<file path="src/rtl/rare_event_window_monitor_pkg.sv">
// Shared types and defaults for the rare-event window monitor: FSM state
// encoding, default parameter values and a constant clog2 helper.
package rew_pkg;

  typedef enum logic [1:0] {
    IDLE   = 2'b00,
    ARM    = 2'b01,
    COUNT  = 2'b10,
    REPORT = 2'b11
  } state_e;

  localparam int DEF_WINDOW = 16;
  localparam int DEF_CNT_W  = 8;
  localparam int DEF_THRESH = 3;

  // Bits needed to hold values 0..v-1; used for the window counter width.
  function automatic int clog2(input int v);
    int r;
    r = 0;
    for (int i = 0; i < 32; i++) begin
      if ((longint'(1) << r) < longint'(v)) r = r + 1;
    end
    return r;
  endfunction

endpackage

</file>
<file path="src/rtl/rare_event_window_monitor_rise_edge_det.sv">
// Two-flop sampler on the monitored net with a registered-only rise detector.
module rise_edge_det (
  input  logic clk_i,
  input  logic rst_i,
  input  logic sample_i,
  output logic rise_o
);

  logic sample_q;
  logic sample_q_d;

  always_ff @(posedge clk_i) begin
    if (rst_i) begin
      sample_q   <= 1'b0;
      sample_q_d <= 1'b0;
    end else begin
      sample_q   <= sample_i;
      sample_q_d <= sample_q;
    end
  end

  assign rise_o = sample_q & ~sample_q_d;

endmodule

</file>
<file path="src/rtl/rare_event_window_monitor.sv">
// Counts rising edges of one net over back-to-back fixed windows, reports each
// window's count and raises a sticky alarm when a count exceeds THRESH.
module rare_event_window_monitor
  import rew_pkg::*;
#(
  parameter int WINDOW = DEF_WINDOW,
  parameter int CNT_W  = DEF_CNT_W,
  parameter int THRESH = DEF_THRESH
) (
  input  logic             I1470_clk,
  input  logic             I1477_rst,
  input  logic             sample_in,
  input  logic             enable,
  input  logic             alarm_clr,
  output logic             busy,
  output logic             window_done,
  output logic [CNT_W-1:0] last_count,
  output logic             alarm
);

  localparam int WIN_W = clog2(WINDOW);
  localparam logic [WIN_W-1:0] WIN_LAST = WIN_W'(WINDOW - 1);
  // A threshold at or above the counter ceiling can never be exceeded.
  localparam bit NEVER_ALARM = (longint'(THRESH) >= ((longint'(1) << CNT_W) - 1));
  localparam logic [CNT_W-1:0] THR = CNT_W'(THRESH);

  function automatic logic [CNT_W-1:0] sat_inc(input logic [CNT_W-1:0] cnt,
                                               input logic inc);
    if (inc && (cnt != {CNT_W{1'b1}})) return cnt + 1'b1;
    return cnt;
  endfunction

  state_e           state_q;
  logic             busy_q;
  logic             wdone_q;
  logic [WIN_W-1:0] win_cnt_q;
  logic [CNT_W-1:0] rise_cnt_q;
  logic [CNT_W-1:0] rise_cnt_d;
  logic [CNT_W-1:0] last_count_q;
  logic             alarm_q;
  logic             alarm_d;
  logic             alarm_set;
  logic             rise;

  rise_edge_det u_rise_edge_det (
    .clk_i    (I1470_clk),
    .rst_i    (I1477_rst),
    .sample_i (sample_in),
    .rise_o   (rise)
  );

  assign rise_cnt_d = sat_inc(rise_cnt_q, rise);
  assign alarm_set  = (state_q == REPORT) && !NEVER_ALARM && (last_count_q > THR);
  // Set dominates a simultaneous clear.
  assign alarm_d    = alarm_set | (alarm_q & ~alarm_clr);

  always_ff @(posedge I1470_clk) begin
    if (I1477_rst) begin
      state_q      <= IDLE;
      busy_q       <= 1'b0;
      wdone_q      <= 1'b0;
      win_cnt_q    <= '0;
      rise_cnt_q   <= '0;
      last_count_q <= '0;
      alarm_q      <= 1'b0;
    end else begin
      wdone_q <= 1'b0;
      alarm_q <= alarm_d;
      case (state_q)
        IDLE: begin
          win_cnt_q  <= '0;
          rise_cnt_q <= '0;
          if (enable) begin
            state_q <= ARM;
            busy_q  <= 1'b1;
          end else begin
            busy_q  <= 1'b0;
          end
        end
        ARM: begin
          win_cnt_q  <= '0;
          rise_cnt_q <= '0;
          if (enable) begin
            state_q <= COUNT;
            busy_q  <= 1'b1;
          end else begin
            state_q <= IDLE;
            busy_q  <= 1'b0;
          end
        end
        COUNT: begin
          if (!enable) begin
            state_q    <= IDLE;
            busy_q     <= 1'b0;
            win_cnt_q  <= '0;
            rise_cnt_q <= '0;
          end else if (win_cnt_q == WIN_LAST) begin
            state_q      <= REPORT;
            busy_q       <= 1'b1;
            wdone_q      <= 1'b1;
            last_count_q <= rise_cnt_d;
            win_cnt_q    <= '0;
            rise_cnt_q   <= '0;
          end else begin
            busy_q     <= 1'b1;
            win_cnt_q  <= win_cnt_q + 1'b1;
            rise_cnt_q <= rise_cnt_d;
          end
        end
        REPORT: begin
          win_cnt_q  <= '0;
          rise_cnt_q <= '0;
          if (enable) begin
            state_q <= COUNT;
            busy_q  <= 1'b1;
          end else begin
            state_q <= IDLE;
            busy_q  <= 1'b0;
          end
        end
        default: begin
          state_q <= IDLE;
          busy_q  <= 1'b0;
        end
      endcase
    end
  end

  assign busy        = busy_q;
  assign window_done = wdone_q;
  assign last_count  = last_count_q;
  assign alarm       = alarm_q;

endmodule

</file>
<file path="config.mk">
export PLATFORM = sky130hd
export DESIGN_NAME = rare_event_window_monitor
export DESIGN_NICKNAME = d
export VERILOG_FILES = /design/src/rtl/rare_event_window_monitor_pkg.sv /design/src/rtl/rare_event_window_monitor_rise_edge_det.sv /design/src/rtl/rare_event_window_monitor.sv
export SDC_FILE = /design/constraint.sdc
export NUM_CORES = 1
export LEC_CHECK = 0
export CAP_MARGIN = 5
export CORE_AREA = 3 3 56 58
export CTS_CLUSTER_SIZE = 25
export DETAILED_ROUTE_END_ITERATION = 7
export DIE_AREA = 0 0 59 61
export SLEW_MARGIN = 25
export SYNTH_ARGS = -nofsm -noshare
export SYNTH_HDL_FRONTEND = slang
export SYNTH_HIERARCHICAL = 1
export SYNTH_SLANG_ARGS = --single-unit
</file>
<file path="constraint.sdc">
create_clock -name I1470_clk -period 2 [get_ports I1470_clk]
set_clock_uncertainty 0.2 [all_clocks]
set_input_delay 0.4 -clock I1470_clk [delete_from_list [all_inputs] [get_ports I1470_clk]]
set_output_delay 0.4 -clock I1470_clk [all_outputs]
set_load 0.01 [all_outputs]
</file>
==> results of run 1 <==
[cells in the final DEF, fill, tap and decap left out, drive strengths merged, types with 3 or more instances in the layout]
cell | synthesis | routed
and3 | 3 | 3
inv | 3 | 3
nand2 | 6 | 6
a21oi | 7 | 7
xor2 | 3 | 3
nor2b | 3 | 3
dfxtp | 27 | 27
nor2 | 16 | 16
nand3 | 7 | 7
clkbuf | 2 | 3
o21ai | 4 | 4
a211oi | 6 | 6
nand2b | 3 | 3
clkdlybuf4s50 | 0 | 15
buf | 1 | 5
[final timing paths]
kind	slack [ns]	end	cells past startpoint	startpoint
worst max-delay path	0.15	last_count[6]	1	last_count[6]
worst min-delay path	0.25	win_cnt_q[0]	1	win_cnt_q[0]
worst max register to register	0.26	last_count[5]	5	u_rise_edge_det/sample_q
worst min register to register	0.25	win_cnt_q[0]	1	win_cnt_q[0]
[per-layer routing]
metal	up-vias	wire length, um
li1	437	-
met5	-	0
met1	391	1020
met2	18	978
met3	4	82
met4	0	23
[area by class of cell]
type,instances,area share [%]
sequential,27,42.15
clock buffer,3,1.756
clock inverter,1,0.3902
multi-input combinational,78,37.17
timing repair buffer,20,14.63
inverter,3,0.8780
tap,31,3.024
[power by group through the flow]
stage                     Clock, mW  Combinational [mW]  Sequential, mW
final                         0.233              0.0295           0.547
after global placement            0              0.0289           0.559
after floorplan                   0              0.0133           0.559
after CTS                     0.240              0.0296           0.547
after global routing          0.263              0.0334           0.548
after detailed placement          0              0.0294           0.559
[cells by family after synthesis]
group                    count (synthesis)
multiplexers                             2
AO/OA/AOI/OAI                           23
XOR/XNOR                                 4
adder cells (fa/ha/maj)                  2
AND/OR/NAND/NOR                         47
buffers and inverters                    6
flip-flops                              27
[cells in the mapped netlist]
| cell | instances | area (um2) |
|---|---|---|
| a211o_1 | 2 | 17.52 |
| a211oi_1 | 6 | 45.04 |
| a21o_1 | 2 | 15.01 |
| a21oi_1 | 7 | 35.03 |
| a31oi_1 | 1 | 6.260 |
| and3_1 | 3 | 18.77 |
| and4_1 | 1 | 8.760 |
| buf_2 | 1 | 5.000 |
| clkbuf_1 | 2 | 7.510 |
| dfxtp_1 | 27 | 540.5 |
| ha_1 | 2 | 25.02 |
| inv_1 | 3 | 11.26 |
| mux2i_1 | 2 | 20.02 |
| nand2_1 | 6 | 22.52 |
| nand2b_1 | 3 | 18.77 |
| nand3_1 | 6 | 30.03 |
| nand3_2 | 1 | 10.01 |
| nand3b_1 | 2 | 15.01 |
| nand4_1 | 2 | 12.51 |
| nor2_1 | 16 | 60.06 |
| nor2b_1 | 2 | 12.51 |
| nor2b_2 | 1 | 8.760 |
| nor3_2 | 1 | 10.01 |
| nor3b_1 | 1 | 7.510 |
| o21ai_1 | 4 | 20.02 |
| o311ai_1 | 1 | 8.760 |
| or3_1 | 1 | 6.260 |
| or4_1 | 1 | 7.510 |
| xnor2_1 | 1 | 8.760 |
| xor2_1 | 3 | 26.28 |
[stage by stage]
stage	area [um2]	total power, mW	util (%)	setup slack, ns	cells
4_1_cts	1282	0.8170	47.32	0.1331	163
5_1_grt	1282	0.8447	47.32	0.07601	163
2_1_floorplan	1041	0.5719	-	0.3020	111
6_report	1282	0.8096	47.32	0.1488	163
3_5_place_dp	1255	0.5884	46.31	0.05491	159
3_3_place_gp	1255	0.5877	46.31	0.06381	159
[flip-flops by register name, indices dropped and copies added, names as in the netlist]
signal,flops
u_rise_edge_det/sample_q_d,1
busy,1
alarm,1
state_q,2
rise_cnt_q,8
last_count,8
u_rise_edge_det/sample_q,1
window_done,1
win_cnt_q,4
==> results.md, run 1 <==
* Kind of path behind the tightest hold check: reg -> reg
* Net switching power at 0.1750 mW
* Cell internal pwr at 0.6346 mW
* CP endpoint kind: output pin
* Vias at 850
* Count of inserted antenna diode cells at 0
* Clock latency on the worst-skew pair at 0.32 ns
* Mux contribution to synthesized area at 1.923%
* Initial antenna violation count at 0
* Crit path arrival time at 1.25 ns
* Max-slew headroom at 79.78%
* Worst path slowest cell: clkdlybuf4s50_1
* Share of cells above drive strength 1 at 9.091%
* Max clock buf depth at 2
* Worst slew pin tran at 0.3027 ns
* Pwr Density at 631.3 nW/um2
* Total of endpoints with negative setup slack in the final report at 0
* WL per Instance at 12.91 um
* Time the worst path needs with I/O delays and setup at 1.851 ns
* Xor-xnor portion of the synthesized cell area at 3.365%
* Starting DRT DRC Count at 28
* Antenna Violating Nets Remaining at 0
* Main combinational cell family by area after synthesis: simple AND/OR/NAND/NOR gates
* Largest vdd supply drop at 0.4100 mV
* Critical path, cell by cell: clkdlybuf4s50_1
* Area of the core region at 2710 um2
* Endpoint required time on the critical path at 1.40 ns
* Drt drc at 0
* CTS Buf Count at 3
* Total standard cell area after synthesis at 1041 um2
* Mapped Nets at 118
* Clock tree from TritonCTS: built
* Outcome: finished, final reports clean
* Area used by sequential logic in the layout at 540.5 um2
* FP Rows at 19
* Hpwl dp at 1.611 mm
* Number of global-route vias before repair at 820
* Total iterations of the first detailed-routing run at 4
* Largest net degree at the start of global routing at 16
* Top-level I/O count at 16
* Net switching share of the total power at 21.62%
* Multi-input gate area at 476.7 um2
* Critical setup path kind: reg -> out
* Post-CTS Setup Bufs at 0
* Endpoints failing hold at 0
* Worst-path maximum fanout at 3
* Critical path startpoint category: register
* Achievable Freq at 0.5402 GHz
* Resized cells post-CTS at 0
* Count of warnings emitted by yosys at 6
* Wire length of the first global-routing pass at 3.539 mm
* Number of input and output port buffers inserted at 15
* Flop pwr share at 67.6%
* Gate count of the mapped netlist at 111
* Total GRT Usage at 13.08%
* Number of hold buffers added after CTS at 0
* # nets final at 140
* CP delay by family, top: buffers and inverters
* Number of synthesized register bits at 27
* Met3 track demand over resource in global routing at 2.340%
* Vias/cell at 5.215
* Combinational share of power at 3.6%
* # fillers at 281
* GRT met2 Usage at 20.66%
* Area fraction in and, or, nand and nor cells after synthesis at 23.92%
* Y dimension of the die at 61 um
* Post-Synth Adder-Cell Area at 2.404%
* Cell variety after synth at 30
* Clock slew at reported path FFs at 0.15 ns
* Total Wirelength at 2.105 mm
* TritonCTS sink count at 27
* Share of total power in the clock network at 28.8%
* Initial Util at 38.41%
* Tcrit/Tclk final at 92.56%
* Setup repair after global routing missed its margin: no
* Area fraction in compound gates after synthesis at 14.18%
* Weighted congestion at the end of routability-driven global placement at 0.7896
* Buffer and inverter count on the worst path at 1
* Clk root buf: clkbuf_4
* Share of the yosys chip area belonging to registers at 51.92%
* Mean instance size in the synthesized netlist at 9.378 um2
* Area of the die at 3599 um2
* Critical Path Max Stage Delay at 0.55 ns
* Leakage at 0.4694 nW
* Horizontal die dimension at 59 um
* Layout overhead on the synthesized area at 23.20%
* Max_cap viols at 0
* Global-route layer with the greatest usage: met2
* Gr ovfl total at 0
* Final number of max-transition violations at 0
* GR Util met1 at 17.23%
* Setup TNS at 0 ns
* Min Hold Slack at 0.2504 ns
* Deepest level of the CTS H-tree at 1
(Power assumes the default switching activity.)
==> run 2: changes to the inputs <==
--- a/config.mk
+++ b/config.mk
@@ -10,6 +10,7 @@
 export CTS_CLUSTER_SIZE = 25
 export DETAILED_ROUTE_END_ITERATION = 7
 export DIE_AREA = 0 0 59 61
+export SETUP_SLACK_MARGIN = 0.2
 export SLEW_MARGIN = 25
 export SYNTH_ARGS = -nofsm -noshare
 export SYNTH_HDL_FRONTEND = slang
==> results.md, run 2 (synthesis gave the netlist of run 1 again) <==
* # fillers at 280
* Worst slew pin tran at 0.2467 ns
* Design Power at 0.8102 mW
* Clock latency on the worst-skew pair at 0.32 ns
* Clock slew at reported path FFs at 0.15 ns
* Setup TNS at 0 ns
* Critical setup path kind: reg -> reg
* Antenna Violating Nets Remaining at 0
* Horizontal die dimension at 59 um
* Final core utilization at 47.97%
* Share of cells above drive strength 1 at 14.39%
* Final number of max-transition violations at 0
* Global-route layer with the greatest usage: met2
* Tcrit/Tclk final at 84.77%
* FP Rows at 19
* CTS Buf Count at 3
* Area after detailed placement at 1255 um2
* Hpwl dp at 1.611 mm
* Area of the core region at 2710 um2
* Total GRT Usage at 13.08%
* Area used by sequential logic in the layout at 544.3 um2
* R2r endpoint: last_count[5]
* Largest net degree at the start of global routing at 16
* WL per Instance at 12.90 um
* Clk root buf: clkbuf_4
* CP Capture Point: last_count[5]
* First element of the critical path: u_rise_edge_det/sample_q
* Endpoints failing hold at 0
* Number of input and output port buffers inserted at 15
* Post-CTS Setup Bufs at 0
* Kind of path behind the tightest hold check: reg -> reg
* Pwr Density at 623.3 nW/um2
* Launch instance of the worst register-to-register path: u_rise_edge_det/sample_q
* Max-slew headroom at 83.29%
* Drt drc at 0
* Multi-input gate area at 496.7 um2
* Worst R2R Setup Slack at 0.30 ns
* Non-Filler Cell Area, Final at 1300 um2
* Crit path arrival time at 1.72 ns
* Deepest level of the CTS H-tree at 1
* Weighted congestion at the end of routability-driven global placement at 0.7896
* Count of inserted antenna diode cells at 0
* Y dimension of the die at 61 um
* Layout overhead on the synthesized area at 24.88%
* Number of global-route vias before repair at 820
* Wire length of the first global-routing pass at 3.539 mm
* Initial Util at 38.41%
* Vias at 848
* Leakage at 0.5486 nW
* Critical path startpoint category: register
* Largest vdd supply drop at 0.4018 mV
* Gr ovfl total at 0
* # nets final at 140
* Endpoint required time on the critical path at 2.03 ns
* Total Wirelength at 2.102 mm
* Setup repair after global routing missed its margin: no
* TritonCTS sink count at 27
* Achievable Freq at 0.5898 GHz
* Total of endpoints with negative setup slack in the final report at 0
* Initial antenna violation count at 0
* Vias/cell at 5.202
* Top library cells by usage in the layout, fill and taps aside: 24 x dfxtp_1, 16 x nor2_1, 9 x dlygate4sd2_1, 7 x a21oi_1
* Max clock buf depth at 2
* Top-level I/O count at 16
* Area of the die at 3599 um2
* Starting DRT DRC Count at 17
* Worst-path maximum fanout at 4
* Clock tree from TritonCTS: built
* CP endpoint kind: register
* Time the worst path needs with I/O delays and setup at 1.695 ns
* Total iterations of the first detailed-routing run at 4
* Met3 track demand over resource in global routing at 2.128%
* Max_cap viols at 0
* Most frequent standard cell in the layout excluding fill and tap cells: dfxtp_1
* Outcome: finished, final reports clean
* GRT met2 Usage at 20.66%
* R2r worst-path depth at 5
* GR Util met1 at 17.36%
[run 2: changes by cell type in the layout (fill, tap and decap cells not counted), moves of 2 or more]
cell / delta
clkdlybuf4s50_1: -11
dlymetal6s2s_1: +2
dfxtp_2: +3
dfxtp_1: -3
dlygate4sd2_1: +9
[run 2: what timing repair did]
action                     in CTS  in global routing
cloned                          0                  0
hold buffers                    0                  0
setup endpoints to repair      10                  7
gates resized for setup        11                  8
[run 2: worst min-delay path by stage]
stage | from | to | slack [ns] | depth (start not counted)
after floorplan | win_cnt_q[0] | win_cnt_q[0] | 0.22 | 1
after global placement | win_cnt_q[0] | win_cnt_q[0] | 0.23 | 1
after detailed placement | win_cnt_q[0] | win_cnt_q[0] | 0.24 | 1
after CTS | win_cnt_q[0] | win_cnt_q[0] | 0.26 | 1
after global routing | win_cnt_q[0] | win_cnt_q[0] | 0.25 | 1
final | win_cnt_q[0] | win_cnt_q[0] | 0.22 | 1
[run 2: final cells by class]
class / count / share of cell area, %
clock buffer: 3 / 1.732
inverter: 3 / 0.8662
tap: 31 / 2.984
sequential: 27 / 41.87
multi-input combinational: 78 / 38.21
timing repair buffer: 20 / 13.96
clock inverter: 1 / 0.3850
[run 2: per-layer routing]
| metal | part of all wire (%) | vias to the layer above |
|---|---|---|
| met2 | 46 | 18 |
| met3 | 4.8 | 4 |
| met4 | 1.3 | 0 |
| met1 | 48 | 389 |
| li1 | - | 437 |
| met5 | 0 | - |
[run 2: power breakdown]
group          switching (mW)  internal, mW  total [mW]
clock                   0.157        0.0748       0.232
combinational          0.0132        0.0173      0.0305
sequential            0.00440         0.543       0.548
total                   0.175         0.635       0.810
[run 2: critical path, stage by stage (launching register included)]
cell	delay, ns
dfxtp_1	0.36
nor2b_4	0.19
and4_1	0.24
and3_1	0.25
mux2i_2	0.28
o21ai_1	0.09
[run 2: metrics by stage]
stage               hold slack (ns)  cells  setup WS, ns
floorplan                    0.2175    111        0.3020
global placement             0.2300    159       0.06381
detailed placement           0.2359    159       0.05491
CTS                          0.2551    163        0.1654
global route                 0.2462    163        0.2015
finish                       0.2218    163        0.3046
